`src/rtl/pwm_soft_start_ctrl_if.sv`:
```
// Control and status bundle between the pin-side sequencer inputs and the PWM generator.
interface pwm_soft_start_ctrl_if #(
    parameter int SPEED_W = 3
);
    logic               enable;
    logic [SPEED_W-1:0] speed_target;
    logic               estop;
    logic [SPEED_W-1:0] speed_cmd;
    logic               pwm_en;
    logic               ramping;
    logic               at_target;
    logic               fault;

    modport master (
        output enable, speed_target, estop,
        input  speed_cmd, pwm_en, ramping, at_target, fault
    );

    modport slave (
        input  enable, speed_target, estop,
        output speed_cmd, pwm_en, ramping, at_target, fault
    );
endinterface

```
`src/rtl/pwm_soft_start_ctrl.sv`:
```
// Soft-start/stop sequencer: walks speed_cmd +/-1 toward the target every STEP_CYCLES clocks.
// Latency: first step STEP_CYCLES cycles after ramp entry; level inputs, no backpressure.
module pwm_soft_start_ctrl #(
    parameter int SPEED_W     = 3,
    parameter int STEP_CYCLES = 1000,
    parameter int TMR_W       = 16
) (
    input  logic                 clk,
    input  logic                 rst,
    pwm_soft_start_ctrl_if.slave bus
);
    localparam logic [1:0] IDLE  = 2'd0;
    localparam logic [1:0] RAMP  = 2'd1;
    localparam logic [1:0] RUN   = 2'd2;
    localparam logic [1:0] FAULT = 2'd3;

    localparam logic [TMR_W-1:0] STEP_LAST = TMR_W'(STEP_CYCLES - 1);

    logic [1:0]         state;
    logic [SPEED_W-1:0] cmd;
    logic               pwm_en_q;
    logic [TMR_W-1:0]   timer;
    logic [SPEED_W-1:0] tgt;
    logic [SPEED_W-1:0] cmd_step;
    logic               step_due;

    assign tgt      = bus.enable ? bus.speed_target : '0;
    assign step_due = (timer == STEP_LAST);
    // Only used when cmd != tgt, so the +1/-1 can never leave 0..2**SPEED_W-1.
    assign cmd_step = (cmd < tgt) ? cmd + SPEED_W'(1) : cmd - SPEED_W'(1);

    always_ff @(posedge clk) begin
        if (rst) begin
            state    <= IDLE;
            cmd      <= '0;
            pwm_en_q <= 1'b0;
            timer    <= '0;
        end else if (bus.estop) begin
            state    <= FAULT;
            cmd      <= '0;
            pwm_en_q <= 1'b0;
            timer    <= '0;
        end else begin
            case (state)
                IDLE: begin
                    cmd      <= '0;
                    pwm_en_q <= 1'b0;
                    timer    <= '0;
                    if (bus.enable && bus.speed_target != '0) begin
                        state    <= RAMP;
                        pwm_en_q <= 1'b1;
                    end
                end
                RAMP: begin
                    if (cmd == tgt) begin
                        timer <= '0;
                        if (tgt != '0) begin
                            state <= RUN;
                        end else begin
                            state    <= IDLE;
                            pwm_en_q <= 1'b0;
                        end
                    end else if (step_due) begin
                        timer <= '0;
                        cmd   <= cmd_step;
                        // Landing on zero while stopping shuts the generator off on the same edge.
                        if (cmd_step == '0 && tgt == '0) begin
                            state    <= IDLE;
                            pwm_en_q <= 1'b0;
                        end
                    end else begin
                        timer <= timer + TMR_W'(1);
                    end
                end
                RUN: begin
                    if (tgt != cmd) begin
                        state <= RAMP;
                        timer <= '0;
                    end
                end
                FAULT: begin
                    cmd      <= '0;
                    pwm_en_q <= 1'b0;
                    timer    <= '0;
                    if (!bus.enable) begin
                        state <= IDLE;
                    end
                end
                default: begin
                    state    <= IDLE;
                    cmd      <= '0;
                    pwm_en_q <= 1'b0;
                    timer    <= '0;
                end
            endcase
        end
    end

    assign bus.speed_cmd = cmd;
    assign bus.pwm_en    = pwm_en_q;
    assign bus.ramping   = (state == RAMP);
    assign bus.at_target = (state == RUN);
    assign bus.fault     = (state == FAULT);
endmodule

```
`src/flat_wrapper.sv`:
```
// flat-port wrapper written by rule: the top's interface ports become plain ports
module pwm_soft_start_ctrl_flat 
#(
    parameter int SPEED_W     = 3,
    parameter int STEP_CYCLES = 1000,
    parameter int TMR_W       = 16
)
  (clk, rst, bus_enable, bus_speed_target, bus_estop, bus_speed_cmd, bus_pwm_en, bus_ramping, bus_at_target, bus_fault);
  pwm_soft_start_ctrl_if #(.SPEED_W(SPEED_W)) bus_i ();
  input  logic clk;
  input  logic rst;
  input wire logic [$bits(bus_i.enable)-1:0] bus_enable;
  input wire logic [$bits(bus_i.speed_target)-1:0] bus_speed_target;
  input wire logic [$bits(bus_i.estop)-1:0] bus_estop;
  output wire logic [$bits(bus_i.speed_cmd)-1:0] bus_speed_cmd;
  output wire logic [$bits(bus_i.pwm_en)-1:0] bus_pwm_en;
  output wire logic [$bits(bus_i.ramping)-1:0] bus_ramping;
  output wire logic [$bits(bus_i.at_target)-1:0] bus_at_target;
  output wire logic [$bits(bus_i.fault)-1:0] bus_fault;
  assign bus_i.enable = bus_enable;
  assign bus_i.speed_target = bus_speed_target;
  assign bus_i.estop = bus_estop;
  assign bus_speed_cmd = bus_i.speed_cmd;
  assign bus_pwm_en = bus_i.pwm_en;
  assign bus_ramping = bus_i.ramping;
  assign bus_at_target = bus_i.at_target;
  assign bus_fault = bus_i.fault;
  pwm_soft_start_ctrl #(.SPEED_W(SPEED_W), .STEP_CYCLES(STEP_CYCLES), .TMR_W(TMR_W)) u_core (.clk(clk), .rst(rst), .bus(bus_i));
endmodule
```
`config.mk`:
```
export PLATFORM = sky130hd
export DESIGN_NAME = pwm_soft_start_ctrl_flat
export DESIGN_NICKNAME = d
export VERILOG_FILES = /design/src/rtl/pwm_soft_start_ctrl_if.sv /design/src/rtl/pwm_soft_start_ctrl.sv /design/src/flat_wrapper.sv
export SDC_FILE = /design/constraint.sdc
export NUM_CORES = 1
export LEC_CHECK = 0
export BUFFER_PORTS_ARGS = -buffer_cell sky130_fd_sc_hd__buf_2
export CORE_MARGIN = 10
export CORE_UTILIZATION = 45
export DETAILED_ROUTE_END_ITERATION = 7
export GPL_TIMING_DRIVEN = 0
export SYNTH_ARGS = -nofsm -noshare
export SYNTH_HDL_FRONTEND = slang
export SYNTH_SLANG_ARGS = --single-unit
export TNS_END_PERCENT = 30
```
`constraint.sdc`:
```
create_clock -name clk -period 5.9 [get_ports clk]
set_input_delay 0.59 -clock clk [delete_from_list [all_inputs] [get_ports clk]]
set_output_delay 0.59 -clock clk [all_outputs]
set_load 0.01 [all_outputs]
```
* After elaboration in Yosys (flattened, before gate mapping)
Cells that the tools add are included.
** Word-level totals
- Flip-flop bits (word level) :: 22
- Bits of input ports :: 7
- Logic and storage cells :: 63
** Operators by class
- $add $sub $neg :: 3
- Magnitude comparators :: 1
- Equality and inequality tests :: 17
- Mux-type cells :: 24
- Reductions and logical operators :: 14
** Operators by type and width (count)
- $mux W16 :: 3
- $pmux W16 S3 :: 1
- $add A16 B1 Y16 const B :: 1
- $eq A16 B10 Y1 const B :: 1
- $mux W2 :: 8
- $mux W3 :: 4
- $reduce_bool A3 Y1 :: 3
- $ne A4 B2 Y1 const B :: 2
- $pmux W2 S4 :: 1
- $logic_not A3 Y1 :: 2
- $ne A3 B1 Y1 const B :: 2
- $ne A3 B2 Y1 const B :: 2
- $ne A3 B3 Y1 const B :: 2
- $pmux W3 S2 :: 1
- $mux W1 :: 5
- $reduce_and A5 Y1 :: 1
- $eq A2 B2 Y1 const B :: 2
- $ne A2 B1 Y1 const B :: 2
- $reduce_and A4 Y1 :: 1
- $reduce_or A2 Y1 :: 2
- $add A3 B1 Y3 const B :: 1
- $eq A3 B3 Y1 :: 1
- $lt A3 B3 Y1 :: 1
- $ne A3 B3 Y1 :: 1
- other kinds (8) :: 9

* Longest topological paths before layout
- Word-level depth :: 10
- Gate-level depth with buffers :: 9
- Mapped depth without buffers :: 9

* Worst setup path after synthesis
No wires, ideal clock.
- Path kind :: input to register
- Start :: input port bus_enable
- End :: register u_core.pwm_en_q, in the netlist u_core.bus.pwm_en
- Arrival time :: 2.159 ns
- Required time :: 5.770 ns
- Setup slack :: 3.610 ns
- Stages on the path :: 9
- Buffers on the path :: 0
- Path through :: and2_1 ha_1 nand3b_1 nand2_1 inv_1 fa_1 xor2_1 mux2i_1 o32ai_1
** On the way
- Word-level cells in the longest chain between the ends :: 7
** Ends and longest elaborated chain
- start, declared :: RTL line flat_wrapper.sv:12 : input wire logic [$bits(bus_i.enable)-1:0] bus_enable;
- $mux W3 :: RTL line pwm_soft_start_ctrl.sv:27 : assign tgt = bus.enable ? bus.speed_target : '0;
- $lt A3 B3 Y1 :: RTL line pwm_soft_start_ctrl.sv:30 : assign cmd_step = (cmd < tgt) ? cmd + SPEED_W'(1) : cmd - SPEED_W'(1);
- $mux W3 :: RTL line pwm_soft_start_ctrl.sv:30
- $logic_not A3 Y1 :: RTL line pwm_soft_start_ctrl.sv:67 : if (cmd_step == '0 && tgt == '0) begin
- $logic_and A1 B1 Y1 :: RTL line pwm_soft_start_ctrl.sv:67
- $ne A3 B1 Y1 (no line)
- $reduce_and A4 Y1 (no line)
- end signal, assigned :: RTL line pwm_soft_start_ctrl.sv:61 : pwm_en_q <= 1'b0;
- end signal, assigned :: RTL line pwm_soft_start_ctrl.sv:69 : pwm_en_q <= 1'b0;
- end signal, assigned :: RTL line pwm_soft_start_ctrl.sv:83 : pwm_en_q <= 1'b0;
- end, declared :: RTL line pwm_soft_start_ctrl.sv:21 : logic pwm_en_q;
Parallel ways exist; a longest one is shown, timed or not.
A chain may end at the register's enable or synchronous reset.

* Worst setup path in the final report
- Start :: register u_core.timer[0]
- End :: register u_core.timer[4]
** On the way
- Word-level cells in the longest chain between the ends :: 4
** Ends and longest elaborated chain
- start, declared :: RTL line pwm_soft_start_ctrl.sv:22 : logic [TMR_W-1:0] timer;
- start signal, assigned :: RTL line pwm_soft_start_ctrl.sv:72 : timer <= timer + TMR_W'(1);
- $add A16 B1 Y16 / $eq A16 B10 Y1 (equally long branches) :: RTL line pwm_soft_start_ctrl.sv:72, pwm_soft_start_ctrl.sv:28
- $mux W16 (*) :: RTL line pwm_soft_start_ctrl.sv:63 : end else if (step_due) begin
- $mux W16 (*) :: RTL line pwm_soft_start_ctrl.sv:55 : if (cmd == tgt) begin
- $pmux W16 S3 (*) :: RTL line pwm_soft_start_ctrl.sv:44 : case (state)
Mark *: on every way between the ends. The rest lies on a longest branch, timed or not.

==> metrics list <==
* Total wire length: roughly 2.8 mm
- Avg Vias per Cell: between 5 and 6
- At the worst endpoint, the arrival time is between 2000 and 3000 ps.
* Max-slew violation total from the final report: 0
- CTS built an H-tree with a depth of 1.
- Standard-cell rows: 19
- Normalized max-slew margin: 0.4857
- Yosys Warn Count: 0
- Gate count after technology mapping: between 150 and 200
- Clock-pin slew was measured on the worst setup and hold paths at between 100 and 150 ps.
- The cell family contributing the most delay on the critical path is simple AND/OR/NAND/NOR gates.
* Detail Route Antenna Nets: 0
* Cell chosen for the clock root: sky130_fd_sc_hd__clkbuf_4
- In this run the horizontal extent of the chip is roughly 74 um.
- EDFF count, synth: 0
* Post-Route Setup TNS: 0 ps
- DRT iter0 DRCs: just under 70
* Combined area of all synthesized cells: 0.001330 mm2
- Hold buffer count at cts: 0
- Layout Utilization: 0.5344
- The core region is 0.002781 mm2.
- Buf/Inv on CP: 1
* Cells along the critical path: ha_1 -> or4bb_1 -> nor4_4 -> nor2_1 -> o21ai_1 -> buf_2 -> nor2_1
- Biggest area consumer among synthesized cells: sky130_fd_sc_hd__dfxtp_1
- Crit Path Class: reg2reg
- The count of buffers added on input and output ports is 13.
- The flow ran to the end, and the final reports show no timing, DRC or antenna violations.
* Total die area: roughly 0.0055 mm2
- Dominant cell by count in the synthesized netlist: sky130_fd_sc_hd__dfxtp_1
- Dominant cells by area after synthesis: sky130_fd_sc_hd__dfxtp_1, sky130_fd_sc_hd__ha_1, sky130_fd_sc_hd__xor2_1
- Maximum number of pins on one net before global-route repair: 14
- Post-CTS setup buffer count: 0
* Count of cells resized by post-cts repair: 0
- Inserted Clock Buffers: 3
- For this run, design rule violations remaining after detail routing come to 0.
- At the pin with the least slew margin, the transition time is 764.9 ps.
* Post-DP HPWL: ~2.2 mm
* Largest incremental delay on the critical path: ~550 ps
* Max-capacitance violation count: 0
- The first global-routing pass estimated 4.767 mm of wire.
* Unrepaired setup endpoints after global routing: false
- STA classifies the critical path startpoint as a flip-flop.
- The initial antenna violation count came to 0.
- On the final layout, the worst clock skew is around 2.5 ps.
- Worst IR drop on VDD: ~0.14 mV
* Overall Global Routing Usage: 0.1074
- Flip-flop and latch count after synthesis: 22
- Dividing total power by cell area gives a power density of around 250 mW/mm2.
- Path category of the worst min-delay check: reg2reg
- Cells after DPL: 199
- For the worst-skew pair, the clock arrives at the later sink with an insertion delay of roughly 310 ps.
* Number of global-route vias before repair: about 1,100
- Number of vias in the routed layout: about 1,200
* Flip-flop cell with the highest count after synthesis: sky130_fd_sc_hd__dfxtp_1
- Y dimension of the die: between 70 and 80 um
* Total congestion overflow after global routing: 0
- Initial DRT Pass Iterations: 4
* Initial Util: 0.4782
* Number of different library cells in the post-synthesis netlist: 43
- Slowest CP cell: sky130_fd_sc_hd__or4bb_1
* Placed cell area: between 0.001 and 0.0015 mm2
* Count of nets after finishing: between 150 and 200
- After detailed routing, the average wire length per cell comes to 13.90 um.
- Layout overhead on the synthesized area: 11.76%
- CTS tree: done
- Of all nets on the critical path, the largest fanout is 10.
- Diodes inserted: 0
- Prior to clock tree synthesis, the placed netlist has a worst setup slack of approximately 3200 ps.
- Of the post-synthesis cell area, the dominant cell type holds 0.3311.
* Most used cell, CP: sky130_fd_sc_hd__nor2_1
* Portion of the post-synthesis area used by sequential elements: 0.3311
- The analysis attributes to cell leakage a power of roughly 0.56 nW.
- Synthesized area per cell: 8.581 um2
* Total I/O pin count: 14
- Post-route minimum period: between 2000 and 2500 ps
- Syn nets: approximately 170
* Max Root-Sink Buffers: 2
- In the synthesized netlist the async set-or-reset flop fraction comes to 0.
- Data required time at the worst endpoint: 6110 ps
- Commonest cells post-synth: sky130_fd_sc_hd__dfxtp_1, sky130_fd_sc_hd__nor2_1, sky130_fd_sc_hd__nand2_1
* Least setup slack across all paths after layout: ~3500 ps
- The finished layout holds approximately 200 standard cells, fillers aside.
- Setup violations remaining at the end of the flow were counted as 0.
* Hold Fails Final Rpt: 0
- Fraction of layout cells with a size suffix above 1: 0.1453
- Post-route design area: 0.001486 mm2
* Num Clock Sinks: 22
- Final worst-path cycle share: 0.4110
- Fmax: approximately 410 MHz
- RD Place Congestion: around 0.76
* Critical path capture point type: flip-flop
## placed cells by master (no fill, tap or decap), drive strengths merged, types with 2 or more instances in the layout
master | Yosys | layout
nand4b | 2 | 2
o22a | 2 | 2
nand2 | 16 | 16
nand2b | 4 | 4
buf | 2 | 15
clkbuf | 1 | 4
o31ai | 3 | 3
inv | 6 | 6
ha | 11 | 11
nand4 | 4 | 4
a21oi | 8 | 8
xnor2 | 4 | 4
or4b | 2 | 2
dfxtp | 22 | 22
and3 | 3 | 3
o21ai | 3 | 3
nor2 | 19 | 19
nor3 | 6 | 6
nand3 | 8 | 8
nor4 | 3 | 3
nand3b | 2 | 2
a31oi | 2 | 2
xor2 | 9 | 9
## flip-flops by register name (all words and copies together) (netlist names)
name                  flops
u_core.state              2
u_core.timer             16
u_core.bus.pwm_en         1
u_core.bus.speed_cmd      3
## power breakdown
part / total (W) / leakage (nW) / switching [W] / internal (W)
sequential: 0.000160 / 0.178 / 0.00000626 / 0.000154
clock: 0.000115 / 0.0279 / 0.0000461 / 0.0000687
combinational: 0.0000965 / 0.353 / 0.0000581 / 0.0000384
total: 0.000372 / 0.559 / 0.000111 / 0.000261
## final timing paths
check	startpoint	end	slack, ps	cells after the start
worst max-delay path	u_core.timer[0]	u_core.timer[4]	3480	7
worst min-delay path	u_core.bus.speed_cmd[0]	u_core.bus.speed_cmd[0]	510	2
worst max register to register	u_core.timer[0]	u_core.timer[4]	3480	7
worst min register to register	u_core.bus.speed_cmd[0]	u_core.bus.speed_cmd[0]	510	2
## worst min-delay path, cell delays in order (launching register included)
cell                      delay [ps]
sky130_fd_sc_hd__dfxtp_1         360
sky130_fd_sc_hd__nand2_1          60
sky130_fd_sc_hd__a21oi_1          50
## final cells by class
| type | count | area, um2 |
|---|---|---|
| inverter | 6 | 22.52 |
| clock buffer | 3 | 22.52 |
| multi-input combinational | 124 | 854.6 |
| buffer | 3 | 12.51 |
| sequential | 22 | 440.4 |
| timing repair buffer | 13 | 65.06 |
| tap | 31 | 38.79 |
| fill | 270 | 1295 |
| clock inverter | 1 | 30.03 |
## kinds of logic (layout without fill, tap and decap cells)
family	after synthesis	after routing	share of synthesized area
flops	22	22	0.3311
buf+inv	9	26	0.02633
mux	1	1	0.007526
compound gates	22	22	0.1138
simple gates	76	76	0.3170
fa+ha+maj	12	12	0.1185
xor+xnor	13	13	0.08561
## per-layer routing
metal | up-vias | global-route usage | routed length [um]
li1 | 584 | - | -
met1 | 540 | 0.1345 | 1358
met2 | 23 | 0.1746 | 1293
met3 | 4 | 0.02527 | 141
met4 | 0 | 0.03862 | 28
met5 | - | 0 | 0
## stage by stage
| step | hold WS (ps) | power, W |
|---|---|---|
| floorplan | 457.9 | 0.0002330 |
| global placement | 471.8 | 0.0002560 |
| detailed placement | 489.9 | 0.0002607 |
| CTS | 507.6 | 0.0003768 |
| global route | 549.2 | 0.0003939 |
| finish | 509.8 | 0.0003717 |
Power figures use the tool's default switching activity.
